[config.mk]
export PLATFORM = sky130hd
export DESIGN_NAME = seg_bcd
export DESIGN_NICKNAME = d
export VERILOG_FILES = /design/src/rtl/seg_pkg.sv /design/src/rtl/seg_bcd_lut.sv /design/src/rtl/seg_bcd.sv
export SDC_FILE = /design/constraint.sdc
export NUM_CORES = 1
export LEC_CHECK = 0
export CORE_MARGIN = 2
export CORE_UTILIZATION = 30
export DETAILED_ROUTE_END_ITERATION = 12
export GPL_TIMING_DRIVEN = 0
export SYNTH_ARGS = -nofsm -noshare
export SYNTH_HDL_FRONTEND = slang
export SYNTH_SLANG_ARGS = --single-unit
export TNS_END_PERCENT = 10
[constraint.sdc]
create_clock -name seg_bcd_clk -period 3.3 [get_ports seg_bcd_clk]
set_input_delay 0.495 -clock seg_bcd_clk [delete_from_list [all_inputs] [get_ports seg_bcd_clk]]
set_output_delay 0.495 -clock seg_bcd_clk [all_outputs]
set_load 0.02 [all_outputs]
[src/rtl/seg_pkg.sv]
// Shared types and segment encodings for the 7-segment readback monitor.
// Segment bit order is a..g on bits 6..0, active-high, matching the display decoder.
package seg_pkg;

    typedef logic [6:0] seg_t;
    typedef logic [3:0] bcd_t;

    localparam seg_t SEG_0     = 7'b1111110;
    localparam seg_t SEG_1     = 7'b0110000;
    localparam seg_t SEG_2     = 7'b1101101;
    localparam seg_t SEG_3     = 7'b1111001;
    localparam seg_t SEG_4     = 7'b0110011;
    localparam seg_t SEG_5     = 7'b1011011;
    localparam seg_t SEG_6     = 7'b1011111;
    localparam seg_t SEG_7     = 7'b1110000;
    localparam seg_t SEG_8     = 7'b1111111;
    localparam seg_t SEG_9     = 7'b1111011;
    localparam seg_t SEG_BLANK = 7'b0000000;

    localparam bcd_t CODE_BLANK   = 4'hF;
    localparam bcd_t CODE_ILLEGAL = 4'hE;

endpackage

[src/rtl/seg_bcd_lut.sv]
// Combinational segment-pattern to BCD decode; blank maps to CODE_BLANK,
// anything unrecognised maps to CODE_ILLEGAL with the illegal flag set.
module seg_bcd_lut
    import seg_pkg::*;
(
    input  seg_t seg_i,
    output bcd_t code_c,
    output logic illegal_c
);

    always_comb begin
        code_c = CODE_ILLEGAL;
        unique case (seg_i)
            SEG_0:     code_c = 4'd0;
            SEG_1:     code_c = 4'd1;
            SEG_2:     code_c = 4'd2;
            SEG_3:     code_c = 4'd3;
            SEG_4:     code_c = 4'd4;
            SEG_5:     code_c = 4'd5;
            SEG_6:     code_c = 4'd6;
            SEG_7:     code_c = 4'd7;
            SEG_8:     code_c = 4'd8;
            SEG_9:     code_c = 4'd9;
            SEG_BLANK: code_c = CODE_BLANK;
            default:   code_c = CODE_ILLEGAL;
        endcase
        illegal_c = (code_c == CODE_ILLEGAL);
    end

endmodule

[src/rtl/seg_bcd.sv]
// Scanned 7-segment bus monitor: recovers and debounces the BCD code shown
// on each multiplexed position, committing a digit once its pattern is stable.
module seg_bcd
    import seg_pkg::*;
#(
    parameter int unsigned NUM_DIGITS    = 4,
    parameter int unsigned STABLE_CYCLES = 3
) (
    input  logic                    seg_bcd_clk,
    input  logic                    seg_bcd_rst_n,
    input  logic [6:0]              seg_bcd_seg_in,
    input  logic [NUM_DIGITS-1:0]   seg_bcd_sel_in,
    output logic [4*NUM_DIGITS-1:0] seg_bcd_digits_out,
    output logic [NUM_DIGITS-1:0]   seg_bcd_valid_out,
    output logic [NUM_DIGITS-1:0]   seg_bcd_illegal_out,
    output logic                    seg_bcd_changed_out,
    output logic                    seg_bcd_sel_err_out
);

    localparam int unsigned     CNT_W    = $clog2(STABLE_CYCLES + 1);
    localparam logic [CNT_W-1:0] CNT_MAX  = CNT_W'(STABLE_CYCLES);
    localparam logic [CNT_W-1:0] CNT_LAST = CNT_W'(STABLE_CYCLES - 1);

    bcd_t [NUM_DIGITS-1:0]            digits_q,  digits_d;
    logic [NUM_DIGITS-1:0]            valid_q,   valid_d;
    logic [NUM_DIGITS-1:0]            illegal_q, illegal_d;
    logic                             changed_q, changed_d;
    logic                             sel_err_q, sel_err_d;
    seg_t [NUM_DIGITS-1:0]            cand_q,    cand_d;
    logic [NUM_DIGITS-1:0][CNT_W-1:0] cnt_q,     cnt_d;

    bcd_t lut_code;
    logic lut_illegal;
    logic sel_multi;
    logic sel_one;
    logic commit;

    // One decoder suffices: at most one position is sampled per clock.
    seg_bcd_lut u_lut (
        .seg_i     (seg_bcd_seg_in),
        .code_c    (lut_code),
        .illegal_c (lut_illegal)
    );

    always_ff @(posedge seg_bcd_clk) begin
        if (!seg_bcd_rst_n) begin
            digits_q  <= {NUM_DIGITS{CODE_BLANK}};
            valid_q   <= '0;
            illegal_q <= '0;
            changed_q <= 1'b0;
            sel_err_q <= 1'b0;
            cand_q    <= '0;
            cnt_q     <= '0;
        end else begin
            digits_q  <= digits_d;
            valid_q   <= valid_d;
            illegal_q <= illegal_d;
            changed_q <= changed_d;
            sel_err_q <= sel_err_d;
            cand_q    <= cand_d;
            cnt_q     <= cnt_d;
        end
    end

    always_comb begin
        digits_d  = digits_q;
        valid_d   = valid_q;
        illegal_d = illegal_q;
        changed_d = 1'b0;
        cand_d    = cand_q;
        cnt_d     = cnt_q;
        commit    = 1'b0;

        // x & (x-1) clears the lowest set bit; non-zero result means multi-hot.
        sel_multi = (seg_bcd_sel_in & (seg_bcd_sel_in - NUM_DIGITS'(1))) != '0;
        sel_one   = (seg_bcd_sel_in != '0) && !sel_multi;
        sel_err_d = sel_multi;

        for (int i = 0; i < NUM_DIGITS; i++) begin
            if (sel_one && seg_bcd_sel_in[i]) begin
                if (seg_bcd_seg_in != cand_q[i]) begin
                    cand_d[i] = seg_bcd_seg_in;
                    cnt_d[i]  = CNT_W'(1);
                    commit    = (STABLE_CYCLES == 1);
                end else if (cnt_q[i] < CNT_MAX) begin
                    cnt_d[i]  = cnt_q[i] + CNT_W'(1);
                    commit    = (cnt_q[i] == CNT_LAST);
                end
                if (commit) begin
                    digits_d[i]  = lut_code;
                    valid_d[i]   = 1'b1;
                    illegal_d[i] = lut_illegal;
                    changed_d    = !valid_q[i] || (lut_code != digits_q[i]);
                end
            end
        end
    end

    assign seg_bcd_digits_out  = digits_q;
    assign seg_bcd_valid_out   = valid_q;
    assign seg_bcd_illegal_out = illegal_q;
    assign seg_bcd_changed_out = changed_q;
    assign seg_bcd_sel_err_out = sel_err_q;

endmodule

==> results by group <==
Finish
  • N_diodes: 0
  • Syn-to-layout area delta: 23.07%
  • Fin nets: 453
  • Share of layout cells above drive strength 1: 12.36%
  • Layout Cells excl Fill: 580

GRT
  • First-pass GRT wire length: 13.82 mm
  • Grt total ovfl: 0
  • Pin count of the biggest net entering global routing: 14
  • GR Util All Layers: 14.00%
  • Initial antenna violation count: 0
  • Vias in the first global route: 2,763

Yosys
  • Synthesized area: 3466 µm²
  • Synth warn: 0
  • Seq/Total Area, Yosys: 35.81%
  • FF+latch count, synth: 62
  • Unique masters post-synth: 57
  • Avg Cell Area, Syn: 8.864 µm²
  • Dominant cells by area after synthesis: dfxtp_1 36%, nand2_1 8.8%, xnor2_1 8.3%, a21boi_0 6.7%, mux2i_1 4.9%
  • Post-synthesis net count: 412
  • Share of Yosys cell area claimed by the top area cell type: 35.81%
  • Cells after synthesis: 391
  • Largest area contributor in the netlist: dfxtp_1

Die
  • Die W: 111.5 µm
  • FP Rows: 39
  • Core Area: 11,370 µm²
  • I/O pin count: 39
  • Die H: 111.5 µm
  • Initial core utilization: 30.48%
  • Die area: 12,430 µm²

Timing
  • Max Freq: 0.3287 GHz
  • Final cycle utilization of the critical path: 92.18%
  • Final Setup Violations: 0
  • Final hold slack: 476.0 ps
  • Slew Limit Fails: 0
  • RSZ-0062 raised after global routing: no
  • Hold Vio Cnt, Final: 0
  • Worst slew pin tran: 865.6 ps
  • Rel. slew slack: 42.14%
  • Period minus WS final: 3042 ps
  • Clk_skew: 7.427 ps

Min path
  • Worst Hold Launch: cand_q[11]
  • Hold Crit Class: flip-flop to flip-flop
  • Hold Crit Endpoint: cand_q[11]
  • Worst hold stages: 2

Setup path
  • Worst Path Max Fanout: 8
  • Reg2reg start: cnt_q[2]
  • CP Data Required Time: 3520 ps
  • Length in cells of the worst reg-to-reg path: 8
  • Slowest stage delay, CP: 570 ps
  • Slowest-stage cell, CP: clkdlybuf4s50_1
  • Reg-to-Reg End: seg_bcd_changed_out
  • Setup crit start kind: input pin
  • Worst Setup End Kind: flip-flop
  • WS Path Type: input pin to flip-flop
  • R2R setup slack: 650 ps
  • Crit path launch: seg_bcd_seg_in[3]
  • CP Cell Sequence: clkdlybuf4s50_1 -> or4_4 -> nor3_4 -> nor4_2 -> a221o_1 -> buf_4 -> xor2_1 -> o31ai_1 -> a311o_1 -> a21boi_2
  • Critical Path AT: 3270 ps

Clock tree
  • Number of H-tree levels: 3
  • Sinks on Clock Net: 62
  • Clk Latency, worst-skew pair: 330 ps
  • Hold_buf cts: 0
  • Cts bufs inserted: 9
  • Clock Tree Root: clkbuf_16
  • Clock transition at the registers of the reported paths: 60 ps
  • TritonCTS clock tree: done
  • CTS Buffer Depth: 2

Pwr
  • Worst vdd ir: 0.0002416 V
  • Pwr Density: 444.1 nW/µm²
  • Leakage: 1.455 nW

Place
  • Gpl congestion: 0.7904
  • DP HPWL: 5.867 mm
  • Placed Instances: 561
  • Number of buffer cells added on primary ports: 27

Drt
  • DRC viols: 0
  • 1st-iter DRT viols: 132
  • Wirelength, routed: 8.239 mm
  • Vias: 2,807
  • ANT nets after route: 0
  • WL/cell: 14.21 µm
  • Vias/cell: 4.840
  • Drt pass-1 iters: 4

Flow run
  • Max-Cap Viols: 0

Outcome
  • Run status: finished, final reports clean
-- Yosys cell counts, drive strengths merged --
cell,number
nand2b,3
a221o,1
o211a,2
or4,2
a2111oi,1
xor2,13
o211ai,1
nor4,5
o22ai,2
and2,6
o311a,2
nand4,7
nor2,15
nand3b,4
a21boi,32
buf,18
mux2i,17
and3,1
o32ai,4
a21oi,8
nor3,5
nand2,82
a311o,1
a211oi,1
nor2b,5
dfxtp,62
or3,2
o21a,3
ha,8
o21ai,6
nand3,7
nor3b,1
clkbuf,9
or3b,1
nor4b,4
o22a,1
inv,10
a311oi,1
a41o,1
o31ai,1
nand4b,1
or2,2
xnor2,33
-- worst max-delay path by stage --
| stage | end | slack [ps] | depth (start not counted) |
|---|---|---|---|
| 3_3_place_gp | seg_bcd_changed_out | -430 | 10 |
| 4_1_cts | seg_bcd_changed_out | 30 | 9 |
| 5_1_grt | seg_bcd_changed_out | 120 | 10 |
| 6_report | seg_bcd_changed_out | 260 | 10 |
| 2_1_floorplan | seg_bcd_changed_out | 490 | 10 |
| 3_5_place_dp | seg_bcd_changed_out | -380 | 10 |
-- registers in the layout (all words and copies together), names as in the netlist --
name                 flops
seg_bcd_valid_out        4
seg_bcd_illegal_out      4
seg_bcd_sel_err_out      1
seg_bcd_changed_out      1
cnt_q                    8
seg_bcd_digits_out      16
cand_q                  28
-- logic make-up (layout without fill, tap and decap cells) --
| logic type | count (synthesis) | count (layout) | share of synthesized area (%) |
|---|---|---|---|
| and+or+nand+nor | 153 | 153 | 22.49 |
| muxes | 17 | 17 | 4.910 |
| buffers and inverters | 37 | 83 | 5.596 |
| AOI/OAI and AO/OA | 68 | 68 | 16.68 |
| xor gates and xnor gates | 46 | 46 | 11.62 |
| DFF | 62 | 62 | 35.81 |
| adders and majority gates | 8 | 8 | 2.888 |
-- layer usage --
metal | global-route usage (%) | wire length [µm]
met5 | 0 | 0
met4 | 4.774 | 46
met3 | 4.355 | 369
met2 | 23.25 | 3928
met1 | 17.27 | 3893
-- per-stage QoR --
| step | power [mW] | util (%) | worst slack, ps | TNS (ps) | cell area, µm² |
|---|---|---|---|---|---|
| 6_report | 1.894 | 37.52 | 258.1 | 0 | 4265 |
| 5_1_grt | 1.958 | 37.52 | 117.6 | 0 | 4265 |
| 4_1_cts | 1.917 | 37.26 | 32.97 | 0 | 4237 |
| 3_5_place_dp | 0.9383 | 34.49 | -376.7 | -2413 | 3921 |
| 3_3_place_gp | 0.9347 | 34.43 | -429.2 | -2436 | 3915 |
| 2_1_floorplan | 0.9002 | - | 486.7 | 0 | 3466 |
-- what timing repair did --
item,in CTS,in global routing
pin swaps,0,2
resized for setup,1,0
endpoints found under the setup margin,1,1
setup buffers,0,3
-- cell type report --
cell class | count | area [µm²]
multi-input combinational | 292 | 2052
sequential | 62 | 1241
clock inverter | 7 | 81.33
clock buffer | 9 | 225.2
fill | 1169 | 7104
timing repair buffer | 30 | 292.8
buffer | 27 | 156.4
tap | 143 | 178.9
inverter | 10 | 37.54
-- placed cells by master (no fill, tap or decap), types with 3 or more instances in the layout --
| cell | count |
|---|---|
| xor2_1 | 13 |
| nand2b_1 | 3 |
| nand3_1 | 7 |
| nor2b_1 | 5 |
| ha_1 | 8 |
| nor3_1 | 3 |
| clkbuf_16 | 9 |
| mux2i_1 | 17 |
| nand2_1 | 81 |
| nor4b_2 | 3 |
| inv_6 | 3 |
| nand3b_1 | 4 |
| a21oi_1 | 8 |
| buf_4 | 7 |
| o21a_1 | 3 |
| nor2_1 | 15 |
| xnor2_1 | 33 |
| a21boi_0 | 31 |
| o21ai_0 | 6 |
| buf_2 | 8 |
| dfxtp_1 | 62 |
| clkbuf_1 | 9 |
| and2_1 | 5 |
| clkdlybuf4s50_1 | 27 |
| buf_6 | 4 |
| inv_1 | 10 |
| nand4_1 | 7 |
-- worst max-delay path: cells and delay by family --
| kind | cells | cell delay, ps |
|---|---|---|
| buf+inv | 2 | 750 |
| compound gates | 4 | 930 |
| simple gates | 3 | 930 |
| xor+xnor | 1 | 150 |
-- power by group --
part,internal [mW],total (mW),leakage [nW],switching [mW]
clock network,0.594,0.970,0.147,0.376
logic,0.0634,0.159,0.806,0.0961
registers,0.759,0.765,0.502,0.00609
total,1.42,1.89,1.45,0.478
(Power assumes the default switching activity.)
